--- src/rtl/dmem_access_ctrl_if.sv ---
// ----------------------------------------------------------------------------
// dmem_access_ctrl_if
//   Bundles the two requester ports and the data-memory port of the
//   load/store sequencer.
//
//   Requester side (per port n = 0/1):
//     REQn       access request, held with stable fields until DONEn
//     WEn        1 = store, 0 = load
//     FUNCT3_n   RV32 funct3 code
//     ADDRn      byte address
//     WDATAn     store data, little-endian, right-aligned
//     DONEn      one-cycle completion pulse to the granted port
//     RDATA      formatted load result, valid with DONE0/DONE1
//     ERR        qualifies DONEn: access rejected, memory untouched
//   Memory side:
//     MEM_READ / MEM_WRITE   read / write enables
//     MEM_ADDR               byte address
//     MEM_WDATA              write data, bits [7:0] land at MEM_ADDR
//     MEM_RDATA              combinational read, byte at MEM_ADDR in [31:24]
//
//   Modports:
//     slave  - the controller
//     master - requesters plus memory (the environment around the controller)
// ----------------------------------------------------------------------------
interface dmem_access_ctrl_if #(
    parameter int unsigned ADDR_W = 32
);
    logic              REQ0;
    logic              REQ1;
    logic              WE0;
    logic              WE1;
    logic [2:0]        FUNCT3_0;
    logic [2:0]        FUNCT3_1;
    logic [ADDR_W-1:0] ADDR0;
    logic [ADDR_W-1:0] ADDR1;
    logic [31:0]       WDATA0;
    logic [31:0]       WDATA1;
    logic              DONE0;
    logic              DONE1;
    logic [31:0]       RDATA;
    logic              ERR;
    logic              MEM_READ;
    logic              MEM_WRITE;
    logic [ADDR_W-1:0] MEM_ADDR;
    logic [31:0]       MEM_WDATA;
    logic [31:0]       MEM_RDATA;

    modport slave (
        input  REQ0, REQ1, WE0, WE1, FUNCT3_0, FUNCT3_1,
        input  ADDR0, ADDR1, WDATA0, WDATA1, MEM_RDATA,
        output DONE0, DONE1, RDATA, ERR,
        output MEM_READ, MEM_WRITE, MEM_ADDR, MEM_WDATA
    );

    modport master (
        output REQ0, REQ1, WE0, WE1, FUNCT3_0, FUNCT3_1,
        output ADDR0, ADDR1, WDATA0, WDATA1, MEM_RDATA,
        input  DONE0, DONE1, RDATA, ERR,
        input  MEM_READ, MEM_WRITE, MEM_ADDR, MEM_WDATA
    );
endinterface

--- src/rtl/dmem_access_ctrl.sv ---
// ----------------------------------------------------------------------------
// dmem_access_ctrl
//   Load/store sequencer and two-port arbiter in front of a byte-addressed
//   data memory that can only write whole 4-byte groups.
//     - Port 0: pipeline MEM stage, port 1: auxiliary (loader / debug).
//     - Round-robin on simultaneous requests, port 0 wins the first tie.
//     - Rejects illegal funct3, misaligned and out-of-range accesses.
//     - Formats LB/LH/LW/LBU/LHU results; builds SB/SH by read-modify-write.
//
//   Ports:
//     CLK      system clock, rising edge
//     RESET_N  asynchronous active-low reset
//     bus      dmem_access_ctrl_if.slave (requester ports + memory port)
//
//   Latency from grant edge to DONE cycle:
//     load 2 (RD,RESP), SW 2 (WR,RESP), SB/SH 3 (RD,WR,RESP), reject 1 (RESP)
// ----------------------------------------------------------------------------
module dmem_access_ctrl #(
    parameter int unsigned MEM_BYTES = 1024,
    parameter int unsigned ADDR_W    = 32
) (
    input  logic              CLK,
    input  logic              RESET_N,
    dmem_access_ctrl_if.slave bus
);

    typedef enum logic [1:0] {
        IDLE,
        RD,
        WR,
        RESP
    } state_t;

    // Highest start address whose 4-byte group still fits in memory.
    localparam logic [ADDR_W-1:0] LAST_ADDR = ADDR_W'(MEM_BYTES - 4);

    // ------------------------------------------------------------------------
    // Registers
    // ------------------------------------------------------------------------
    state_t            r_state;
    logic              r_rr_last;
    logic              r_port;
    logic              r_we;
    logic              r_err;
    logic [2:0]        r_funct3;
    logic [ADDR_W-1:0] r_addr;
    logic [31:0]       r_wdata;
    logic [31:0]       r_word;

    // ------------------------------------------------------------------------
    // Combinational signals
    // ------------------------------------------------------------------------
    state_t            w_next_state;
    logic              w_any_req;
    logic              w_gnt_port;
    logic              w_sel_we;
    logic [2:0]        w_sel_f3;
    logic [ADDR_W-1:0] w_sel_addr;
    logic [31:0]       w_sel_wdata;
    logic              w_f3_ok;
    logic              w_misaligned;
    logic              w_out_of_range;
    logic              w_reject;
    logic [31:0]       w_mem_word;
    logic [31:0]       w_load_data;

    logic              w_done0;
    logic              w_done1;
    logic [31:0]       w_rdata;
    logic              w_err;
    logic              w_mem_read;
    logic              w_mem_write;
    logic [ADDR_W-1:0] w_mem_addr;
    logic [31:0]       w_mem_wdata;

    // ------------------------------------------------------------------------
    // Arbitration: on a tie serve the port that was not served last.
    // ------------------------------------------------------------------------
    assign w_any_req  = bus.REQ0 | bus.REQ1;
    assign w_gnt_port = (bus.REQ0 & bus.REQ1) ? ~r_rr_last : bus.REQ1;

    assign w_sel_we    = w_gnt_port ? bus.WE1      : bus.WE0;
    assign w_sel_f3    = w_gnt_port ? bus.FUNCT3_1 : bus.FUNCT3_0;
    assign w_sel_addr  = w_gnt_port ? bus.ADDR1    : bus.ADDR0;
    assign w_sel_wdata = w_gnt_port ? bus.WDATA1   : bus.WDATA0;

    // ------------------------------------------------------------------------
    // Request checks, evaluated on the granted port's fields.
    // ------------------------------------------------------------------------
    always_comb begin
        w_f3_ok = 1'b0;
        case (w_sel_f3)
            3'b000, 3'b001, 3'b010: w_f3_ok = 1'b1;
            3'b100, 3'b101:         w_f3_ok = ~w_sel_we;
            default:                w_f3_ok = 1'b0;
        endcase
    end

    // funct3[1:0] encodes the access size for every legal code.
    assign w_misaligned   = ((w_sel_f3[1:0] == 2'b01) && w_sel_addr[0]) ||
                            ((w_sel_f3[1:0] == 2'b10) && (w_sel_addr[1:0] != 2'b00));
    assign w_out_of_range = w_sel_addr > LAST_ADDR;
    assign w_reject       = ~w_f3_ok | w_misaligned | w_out_of_range;

    // Memory returns the addressed byte in the top lane; turn it little-endian.
    assign w_mem_word = {bus.MEM_RDATA[7:0],   bus.MEM_RDATA[15:8],
                         bus.MEM_RDATA[23:16], bus.MEM_RDATA[31:24]};

    // ------------------------------------------------------------------------
    // Load result formatting from the captured word.
    // ------------------------------------------------------------------------
    always_comb begin
        w_load_data = '0;
        case (r_funct3)
            3'b000:  w_load_data = {{24{r_word[7]}}, r_word[7:0]};
            3'b001:  w_load_data = {{16{r_word[15]}}, r_word[15:0]};
            3'b010:  w_load_data = r_word;
            3'b100:  w_load_data = {24'd0, r_word[7:0]};
            3'b101:  w_load_data = {16'd0, r_word[15:0]};
            default: w_load_data = '0;
        endcase
    end

    // ------------------------------------------------------------------------
    // State and latched request fields
    // ------------------------------------------------------------------------
    always_ff @(posedge CLK or negedge RESET_N) begin
        if (!RESET_N) begin
            r_state   <= IDLE;
            r_rr_last <= 1'b1;
            r_port    <= 1'b0;
            r_we      <= 1'b0;
            r_err     <= 1'b0;
            r_funct3  <= '0;
            r_addr    <= '0;
            r_wdata   <= '0;
            r_word    <= '0;
        end else begin
            r_state <= w_next_state;
            if ((r_state == IDLE) && w_any_req) begin
                r_port    <= w_gnt_port;
                r_rr_last <= w_gnt_port;
                r_we      <= w_sel_we;
                r_funct3  <= w_sel_f3;
                r_addr    <= w_sel_addr;
                r_wdata   <= w_sel_wdata;
                r_err     <= w_reject;
            end
            if (r_state == RD) begin
                r_word <= w_mem_word;
            end
        end
    end

    // ------------------------------------------------------------------------
    // Next state and output decode. MEM_* depend only on registered state and
    // latched fields, never on the live request inputs.
    // ------------------------------------------------------------------------
    always_comb begin
        w_next_state = r_state;
        w_done0      = 1'b0;
        w_done1      = 1'b0;
        w_rdata      = '0;
        w_err        = 1'b0;
        w_mem_read   = 1'b0;
        w_mem_write  = 1'b0;
        w_mem_addr   = '0;
        w_mem_wdata  = '0;

        case (r_state)
            IDLE: begin
                if (w_any_req) begin
                    if (w_reject) begin
                        w_next_state = RESP;
                    end else if (w_sel_we && (w_sel_f3[1:0] == 2'b10)) begin
                        w_next_state = WR;
                    end else begin
                        w_next_state = RD;
                    end
                end
            end

            RD: begin
                w_mem_read   = 1'b1;
                w_mem_addr   = r_addr;
                w_next_state = r_we ? WR : RESP;
            end

            WR: begin
                w_mem_write = 1'b1;
                w_mem_addr  = r_addr;
                // Sub-word stores merge new bytes into the word read in RD.
                case (r_funct3[1:0])
                    2'b00:   w_mem_wdata = {r_word[31:8], r_wdata[7:0]};
                    2'b01:   w_mem_wdata = {r_word[31:16], r_wdata[15:0]};
                    default: w_mem_wdata = r_wdata;
                endcase
                w_next_state = RESP;
            end

            RESP: begin
                w_done0      = ~r_port;
                w_done1      = r_port;
                w_err        = r_err;
                w_rdata      = (r_err | r_we) ? '0 : w_load_data;
                w_next_state = IDLE;
            end

            default: w_next_state = IDLE;
        endcase
    end

    assign bus.DONE0     = w_done0;
    assign bus.DONE1     = w_done1;
    assign bus.RDATA     = w_rdata;
    assign bus.ERR       = w_err;
    assign bus.MEM_READ  = w_mem_read;
    assign bus.MEM_WRITE = w_mem_write;
    assign bus.MEM_ADDR  = w_mem_addr;
    assign bus.MEM_WDATA = w_mem_wdata;

endmodule

--- src/flat_wrapper.sv ---
// flat-port wrapper written by rule: the top's interface ports become plain ports
module dmem_access_ctrl_flat 
#(
    parameter int unsigned MEM_BYTES = 1024,
    parameter int unsigned ADDR_W    = 32
)
  (CLK, RESET_N, bus_REQ0, bus_REQ1, bus_WE0, bus_WE1, bus_FUNCT3_0, bus_FUNCT3_1, bus_ADDR0, bus_ADDR1, bus_WDATA0, bus_WDATA1, bus_MEM_RDATA, bus_DONE0, bus_DONE1, bus_RDATA, bus_ERR, bus_MEM_READ, bus_MEM_WRITE, bus_MEM_ADDR, bus_MEM_WDATA);
  dmem_access_ctrl_if #(.ADDR_W(ADDR_W)) bus_i ();
  input  logic CLK;
  input  logic RESET_N;
  input wire logic [$bits(bus_i.REQ0)-1:0] bus_REQ0;
  input wire logic [$bits(bus_i.REQ1)-1:0] bus_REQ1;
  input wire logic [$bits(bus_i.WE0)-1:0] bus_WE0;
  input wire logic [$bits(bus_i.WE1)-1:0] bus_WE1;
  input wire logic [$bits(bus_i.FUNCT3_0)-1:0] bus_FUNCT3_0;
  input wire logic [$bits(bus_i.FUNCT3_1)-1:0] bus_FUNCT3_1;
  input wire logic [$bits(bus_i.ADDR0)-1:0] bus_ADDR0;
  input wire logic [$bits(bus_i.ADDR1)-1:0] bus_ADDR1;
  input wire logic [$bits(bus_i.WDATA0)-1:0] bus_WDATA0;
  input wire logic [$bits(bus_i.WDATA1)-1:0] bus_WDATA1;
  input wire logic [$bits(bus_i.MEM_RDATA)-1:0] bus_MEM_RDATA;
  output wire logic [$bits(bus_i.DONE0)-1:0] bus_DONE0;
  output wire logic [$bits(bus_i.DONE1)-1:0] bus_DONE1;
  output wire logic [$bits(bus_i.RDATA)-1:0] bus_RDATA;
  output wire logic [$bits(bus_i.ERR)-1:0] bus_ERR;
  output wire logic [$bits(bus_i.MEM_READ)-1:0] bus_MEM_READ;
  output wire logic [$bits(bus_i.MEM_WRITE)-1:0] bus_MEM_WRITE;
  output wire logic [$bits(bus_i.MEM_ADDR)-1:0] bus_MEM_ADDR;
  output wire logic [$bits(bus_i.MEM_WDATA)-1:0] bus_MEM_WDATA;
  assign bus_i.REQ0 = bus_REQ0;
  assign bus_i.REQ1 = bus_REQ1;
  assign bus_i.WE0 = bus_WE0;
  assign bus_i.WE1 = bus_WE1;
  assign bus_i.FUNCT3_0 = bus_FUNCT3_0;
  assign bus_i.FUNCT3_1 = bus_FUNCT3_1;
  assign bus_i.ADDR0 = bus_ADDR0;
  assign bus_i.ADDR1 = bus_ADDR1;
  assign bus_i.WDATA0 = bus_WDATA0;
  assign bus_i.WDATA1 = bus_WDATA1;
  assign bus_i.MEM_RDATA = bus_MEM_RDATA;
  assign bus_DONE0 = bus_i.DONE0;
  assign bus_DONE1 = bus_i.DONE1;
  assign bus_RDATA = bus_i.RDATA;
  assign bus_ERR = bus_i.ERR;
  assign bus_MEM_READ = bus_i.MEM_READ;
  assign bus_MEM_WRITE = bus_i.MEM_WRITE;
  assign bus_MEM_ADDR = bus_i.MEM_ADDR;
  assign bus_MEM_WDATA = bus_i.MEM_WDATA;
  dmem_access_ctrl #(.MEM_BYTES(MEM_BYTES), .ADDR_W(ADDR_W)) u_core (.CLK(CLK), .RESET_N(RESET_N), .bus(bus_i));
endmodule
--- config.mk ---
export PLATFORM = sky130hd
export DESIGN_NAME = dmem_access_ctrl_flat
export DESIGN_NICKNAME = d
export VERILOG_FILES = /design/src/rtl/dmem_access_ctrl_if.sv /design/src/rtl/dmem_access_ctrl.sv /design/src/flat_wrapper.sv
export SDC_FILE = /design/constraint.sdc
export NUM_CORES = 1
export LEC_CHECK = 0
export CAP_MARGIN = 20
export CORE_MARGIN = 10
export CORE_UTILIZATION = 40
export CTS_BUF_LIST = sky130_fd_sc_hd__clkbuf_4
export CTS_CLUSTER_DIAMETER = 30
export DETAILED_ROUTE_END_ITERATION = 10
export GPL_ROUTABILITY_DRIVEN = 0
export PLACE_DENSITY = 0.76
export SLEW_MARGIN = 20
export SYNTH_ARGS = -nofsm -noshare
export SYNTH_HDL_FRONTEND = slang
export SYNTH_SLANG_ARGS = --single-unit
export TNS_END_PERCENT = 1
--- constraint.sdc ---
create_clock -name CLK -period 3.38 [get_ports CLK]
set_clock_uncertainty 0.05 [all_clocks]
set_input_delay 0.507 -clock CLK [delete_from_list [all_inputs] [get_ports CLK]]
set_output_delay 0.507 -clock CLK [all_outputs]
set_load 0.1 [all_outputs]
==> impl_metrics.prom <==
# TYPE chip_impl_metric gauge
chip_impl_metric{name="numCtsBuffers",unit=""} 9
chip_impl_info{name="yosys-top-cells-area",value="sky130_fd_sc_hd__dfrtp_1 (44%), sky130_fd_sc_hd__nand2_1 (11%), sky130_fd_sc_hd__a31oi_1 (7.2%)"} 1
chip_impl_metric{name="post_drt_via_cell_ratio",unit=""} 5.197
chip_impl_metric{name="row_count",unit=""} 44
chip_impl_metric{name="hpwl",unit="mm"} 16.69
chip_impl_info{name="synth_top_cell_by_area",value="sky130_fd_sc_hd__dfrtp_1"} 1
chip_impl_metric{name="final_cell_area",unit="um^2"} 9369
chip_impl_metric{name="dr.first_iter.drc_count",unit=""} 363
chip_impl_metric{name="grt.total_usage",unit=""} 0.2060
chip_impl_metric{name="first_global_vias",unit=""} 5885
chip_impl_metric{name="setup_viol",unit=""} 0
chip_impl_info{name="cts.root.buffer_cell",value="sky130_fd_sc_hd__clkbuf_4"} 1
chip_impl_metric{name="post_synth_inst_count",unit=""} 710
chip_impl_info{name="main_combinational_cell_family_by_area_after_synthesis",value="simple AND/OR/NAND/NOR gates"} 1
chip_impl_info{name="critical-path-slowest-cell",value="sky130_fd_sc_hd__ha_1"} 1
chip_impl_metric{name="firstDrtPassIters",unit=""} 5
chip_impl_metric{name="max_freq",unit="GHz"} 0.3274
chip_impl_metric{name="largest_net_degree_at_the_start_of_global_routing",unit=""} 68
chip_impl_info{name="timing.hold.worst.class",value="in2async"} 1
chip_impl_metric{name="clock_tree.htree_level_count",unit=""} 3
chip_impl_metric{name="max_slew.worst_pin.slew",unit="ns"} 0.8228
chip_impl_metric{name="postCtsResizedCells",unit=""} 0
chip_impl_metric{name="placedCellCount",unit=""} 1129
chip_impl_info{name="setup.worst_path.start_class",value="register"} 1
chip_impl_metric{name="routed_wirelength",unit="mm"} 21.60
chip_impl_metric{name="synthesized_area_fraction_occupied_by_ao_oa_aoi_and_oai_cells",unit=""} 0.1450
chip_impl_metric{name="die_w",unit="um"} 141.4
chip_impl_metric{name="groute.layer.met1.usage",unit=""} 0.2526
chip_impl_info{name="run_status",value="complete, no violations"} 1
chip_impl_metric{name="grt_remaining_overflow",unit=""} 0
chip_impl_metric{name="detail_route.wl_per_cell",unit="um"} 18.87
chip_impl_metric{name="synth-xor-area-share",unit=""} 0
chip_impl_metric{name="number_of_max_slew_violations_in_the_final_report",unit=""} 0
chip_impl_metric{name="antenna_left",unit=""} 0
chip_impl_metric{name="met2_usage",unit=""} 0.3408
chip_impl_metric{name="setup_ws",unit="ns"} 0.3255
chip_impl_metric{name="bufs_and_invs_on_worst_path",unit=""} 3
chip_impl_metric{name="clk_transition_reported_paths",unit="ns"} 0.16
chip_impl_metric{name="clock_sinks",unit=""} 105
chip_impl_metric{name="layout.nets",unit=""} 1132
chip_impl_metric{name="grtUsageMet3",unit=""} 0.06909
chip_impl_metric{name="route.vias.total",unit=""} 5951
chip_impl_metric{name="post-route-drc-count",unit=""} 0
chip_impl_metric{name="synth_adder_area_share",unit=""} 0.008491
chip_impl_metric{name="fill_cell_count",unit=""} 1232
chip_impl_metric{name="antenna_violations_before_repair",unit=""} 1
chip_impl_metric{name="ioPinCount",unit=""} 273
chip_impl_info{name="critical_path.cell_chain",value="inv_1 -> ha_1 -> buf_4 -> a21boi_1 -> buf_12"} 1
chip_impl_metric{name="drv_cap",unit=""} 0
chip_impl_metric{name="synth_largest_type_area_fraction",unit=""} 0.4415
chip_impl_metric{name="initial_core_util",unit=""} 0.4071
chip_impl_metric{name="portBuffers",unit=""} 272
chip_impl_metric{name="cp_slowest_stage_delay",unit="ns"} 0.69
chip_impl_metric{name="area_of_the_mapped_netlist",unit="um^2"} 5894
chip_impl_metric{name="pre_cts_slack",unit="ns"} 0.6535
chip_impl_info{name="gr-max-usage-layer",value="met2"} 1
chip_impl_metric{name="cp_data_required_time",unit="ns"} 2.82
chip_impl_metric{name="synth.lib_cells_used.distinct",unit=""} 39
chip_impl_metric{name="cts-root-to-sink-buffers",unit=""} 2
chip_impl_metric{name="cts_hold_buf",unit=""} 0
chip_impl_metric{name="fp.coreArea",unit="um^2"} 14480
chip_impl_metric{name="synth_warnings",unit=""} 0
chip_impl_metric{name="clkLatencyLatePin",unit="ns"} 0.46
chip_impl_metric{name="die_h",unit="um"} 141.4
chip_impl_metric{name="final_layout_size_suffix_gt1_frac",unit=""} 0.1831
chip_impl_info{name="critPathCaptureType",value="primary output"} 1
chip_impl_metric{name="critPathArrivalTime",unit="ns"} 2.50
chip_impl_metric{name="die-area",unit="um^2"} 19990
chip_impl_info{name="cts_tree",value="done"} 1
chip_impl_info{name="crit_type",value="reg2out"} 1
chip_impl_metric{name="ys_seq_area_frac",unit=""} 0.4460
chip_impl_metric{name="antenna-diode-count",unit=""} 0
chip_impl_metric{name="postSynthRegisterBits",unit=""} 105
chip_impl_info{name="crit_family",value="adder cells"} 1
chip_impl_metric{name="synth_mux_area_frac",unit=""} 0.09000
chip_impl_info{name="unrepaired_setup_endpoints_after_global_routing",value="no"} 1
chip_impl_metric{name="final.period_utilization",unit=""} 0.9037
chip_impl_metric{name="final-hold-violation-count",unit=""} 0
chip_impl_metric{name="simple_gate_portion_of_the_synthesized_area",unit=""} 0.2683
chip_impl_metric{name="top_fanout_value_on_the_critical_path",unit=""} 19
chip_impl_metric{name="wire_length_of_the_first_global_routing_pass",unit="mm"} 33.22
chip_impl_metric{name="syn_nets",unit=""} 886
chip_impl_metric{name="layout.cells.non_filler",unit=""} 1145
chip_impl_metric{name="postSynthAreaPerCell",unit="um^2"} 8.302
chip_impl_metric{name="syn_to_final_growth",unit="%"} 58.95
chip_impl_metric{name="slew_headroom",unit=""} 0.4515
chip_impl_metric{name="postCtsSetupBuffers",unit=""} 0
chip_impl_metric{name="postPlaceCellArea",unit="um^2"} 9240
chip_impl_metric{name="ff2ff_setup_slack",unit="ns"} 1.23
chip_impl_metric{name="timing.final.crit_period",unit="ns"} 3.055
==> final cells by class <==
cell class	count	area, um^2	share of cell area
inverters	6	22.52	0.002404
repair buffers	289	3321	0.3544
clock buffers	11	82.58	0.008814
clock inverters	5	46.29	0.004941
flip-flops and latches	105	2629	0.2806
multi-input cells	545	3038	0.3243
well taps	184	230.2	0.02457
==> metal layers <==
| layer | part of all wire | wire [um] | vias up |
|---|---|---|---|
| met3 | 0.082 | 1777 | 17 |
| met1 | 0.43 | 9295 | 2796 |
| met5 | 0.00060 | 13 | - |
| li1 | - | - | 2908 |
| met2 | 0.48 | 10290 | 228 |
| met4 | 0.011 | 231 | 2 |
==> kinds of logic (layout without fill, tap and decap cells) <==
group | after synthesis | in the layout
AND/OR/NAND/NOR | 353 | 353
AO/OA/AOI/OAI | 139 | 139
flip-flops | 105 | 105
buffers and inverters | 60 | 311
multiplexers | 49 | 49
adder cells (fa/ha/maj) | 4 | 4
==> cell usage after synthesis (all sizes together) <==
master  count
nor3b       1
a21bo       1
o21ai      14
a22o        2
a41oi       1
ha          4
nand4       6
and3        1
buf        26
a31oi      68
or2         1
nor2b      17
mux2       32
or4         5
nor3        9
a211o       1
clkbuf     28
nor4        6
a21boi      9
o21a        1
dfstp       1
a211oi      2
nor2       84
inv         6
a21oi      37
dfrtp     104
nand2b      1
and2       50
nand3       1
nand2     170
and4        1
o211ai      3
mux2i      17
==> through the flow <==
stage / hold WS [ns] / util / setup TNS, ns
after global placement: 0.4078 / 0.6382 / 0
after global routing: 0.02719 / 0.6471 / 0
after detailed placement: 0.4361 / 0.6382 / 0
final: 0.002474 / 0.6471 / 0
after CTS: 0.008668 / 0.6471 / 0
after floorplan: 0.1614 / - / -4.233
==> layout by cell type, fill, tap and decap left out, types with 2 or more instances in the layout <==
cell type,synthesis,final
sky130_fd_sc_hd__nand2_1,170,170
sky130_fd_sc_hd__clkdlybuf4s50_1,0,170
sky130_fd_sc_hd__dfrtp_1,104,104
sky130_fd_sc_hd__nor2_1,84,84
sky130_fd_sc_hd__a31oi_1,68,68
sky130_fd_sc_hd__buf_4,0,61
sky130_fd_sc_hd__buf_12,0,58
sky130_fd_sc_hd__and2_1,50,50
sky130_fd_sc_hd__a21oi_1,35,35
sky130_fd_sc_hd__mux2_2,32,32
sky130_fd_sc_hd__mux2i_1,17,17
sky130_fd_sc_hd__nor2b_1,17,17
sky130_fd_sc_hd__o21ai_0,14,14
sky130_fd_sc_hd__clkbuf_4,0,11
sky130_fd_sc_hd__nor3_1,9,9
sky130_fd_sc_hd__a21boi_1,0,7
sky130_fd_sc_hd__inv_1,6,6
sky130_fd_sc_hd__nand4_1,6,6
sky130_fd_sc_hd__or4_1,5,5
sky130_fd_sc_hd__nor4_1,5,5
sky130_fd_sc_hd__ha_1,4,3
sky130_fd_sc_hd__clkinv_1,0,3
sky130_fd_sc_hd__a21oi_2,2,2
sky130_fd_sc_hd__o211ai_1,2,2
sky130_fd_sc_hd__a22o_1,2,2
sky130_fd_sc_hd__a211oi_1,2,2
==> final timing paths <==
| check | start | end | cells past startpoint |
|---|---|---|---|
| max | u_core.r_state[0] | bus_MEM_WDATA[12] | 5 |
| min | RESET_N | u_core.r_word[29] | 1 |
| max reg2reg | u_core.r_state[0] | u_core.r_wdata[11] | 6 |
| min reg2reg | u_core.r_addr[14] | u_core.r_addr[14] | 2 |
| max in group asynchronous | RESET_N | u_core.r_rr_last | 2 |
| min in group CLK | u_core.r_addr[14] | u_core.r_addr[14] | 2 |
==> flip-flops by register name, summed over array words and instances (netlist names) <==
register	flops
u_core.r_word	32
u_core.r_err	1
u_core.r_rr_last	1
u_core.r_funct3	3
u_core.r_state	2
u_core.r_wdata	32
u_core.r_we	1
u_core.r_addr	32
u_core.r_port	1
==> worst reg2reg max path, delay by kind of cell (launching register included) <==
| family | cells | cell delay [ns] |
|---|---|---|
| compound gates | 2 | 0.70 |
| flops | 1 | 0.46 |
| buf+inv | 2 | 0.42 |
| fa+ha+maj | 1 | 0.35 |
| simple gates | 1 | 0.12 |
Power is not shown: default switching activity piles up to over one toggle a cycle in this logic, so the estimate is an artifact.
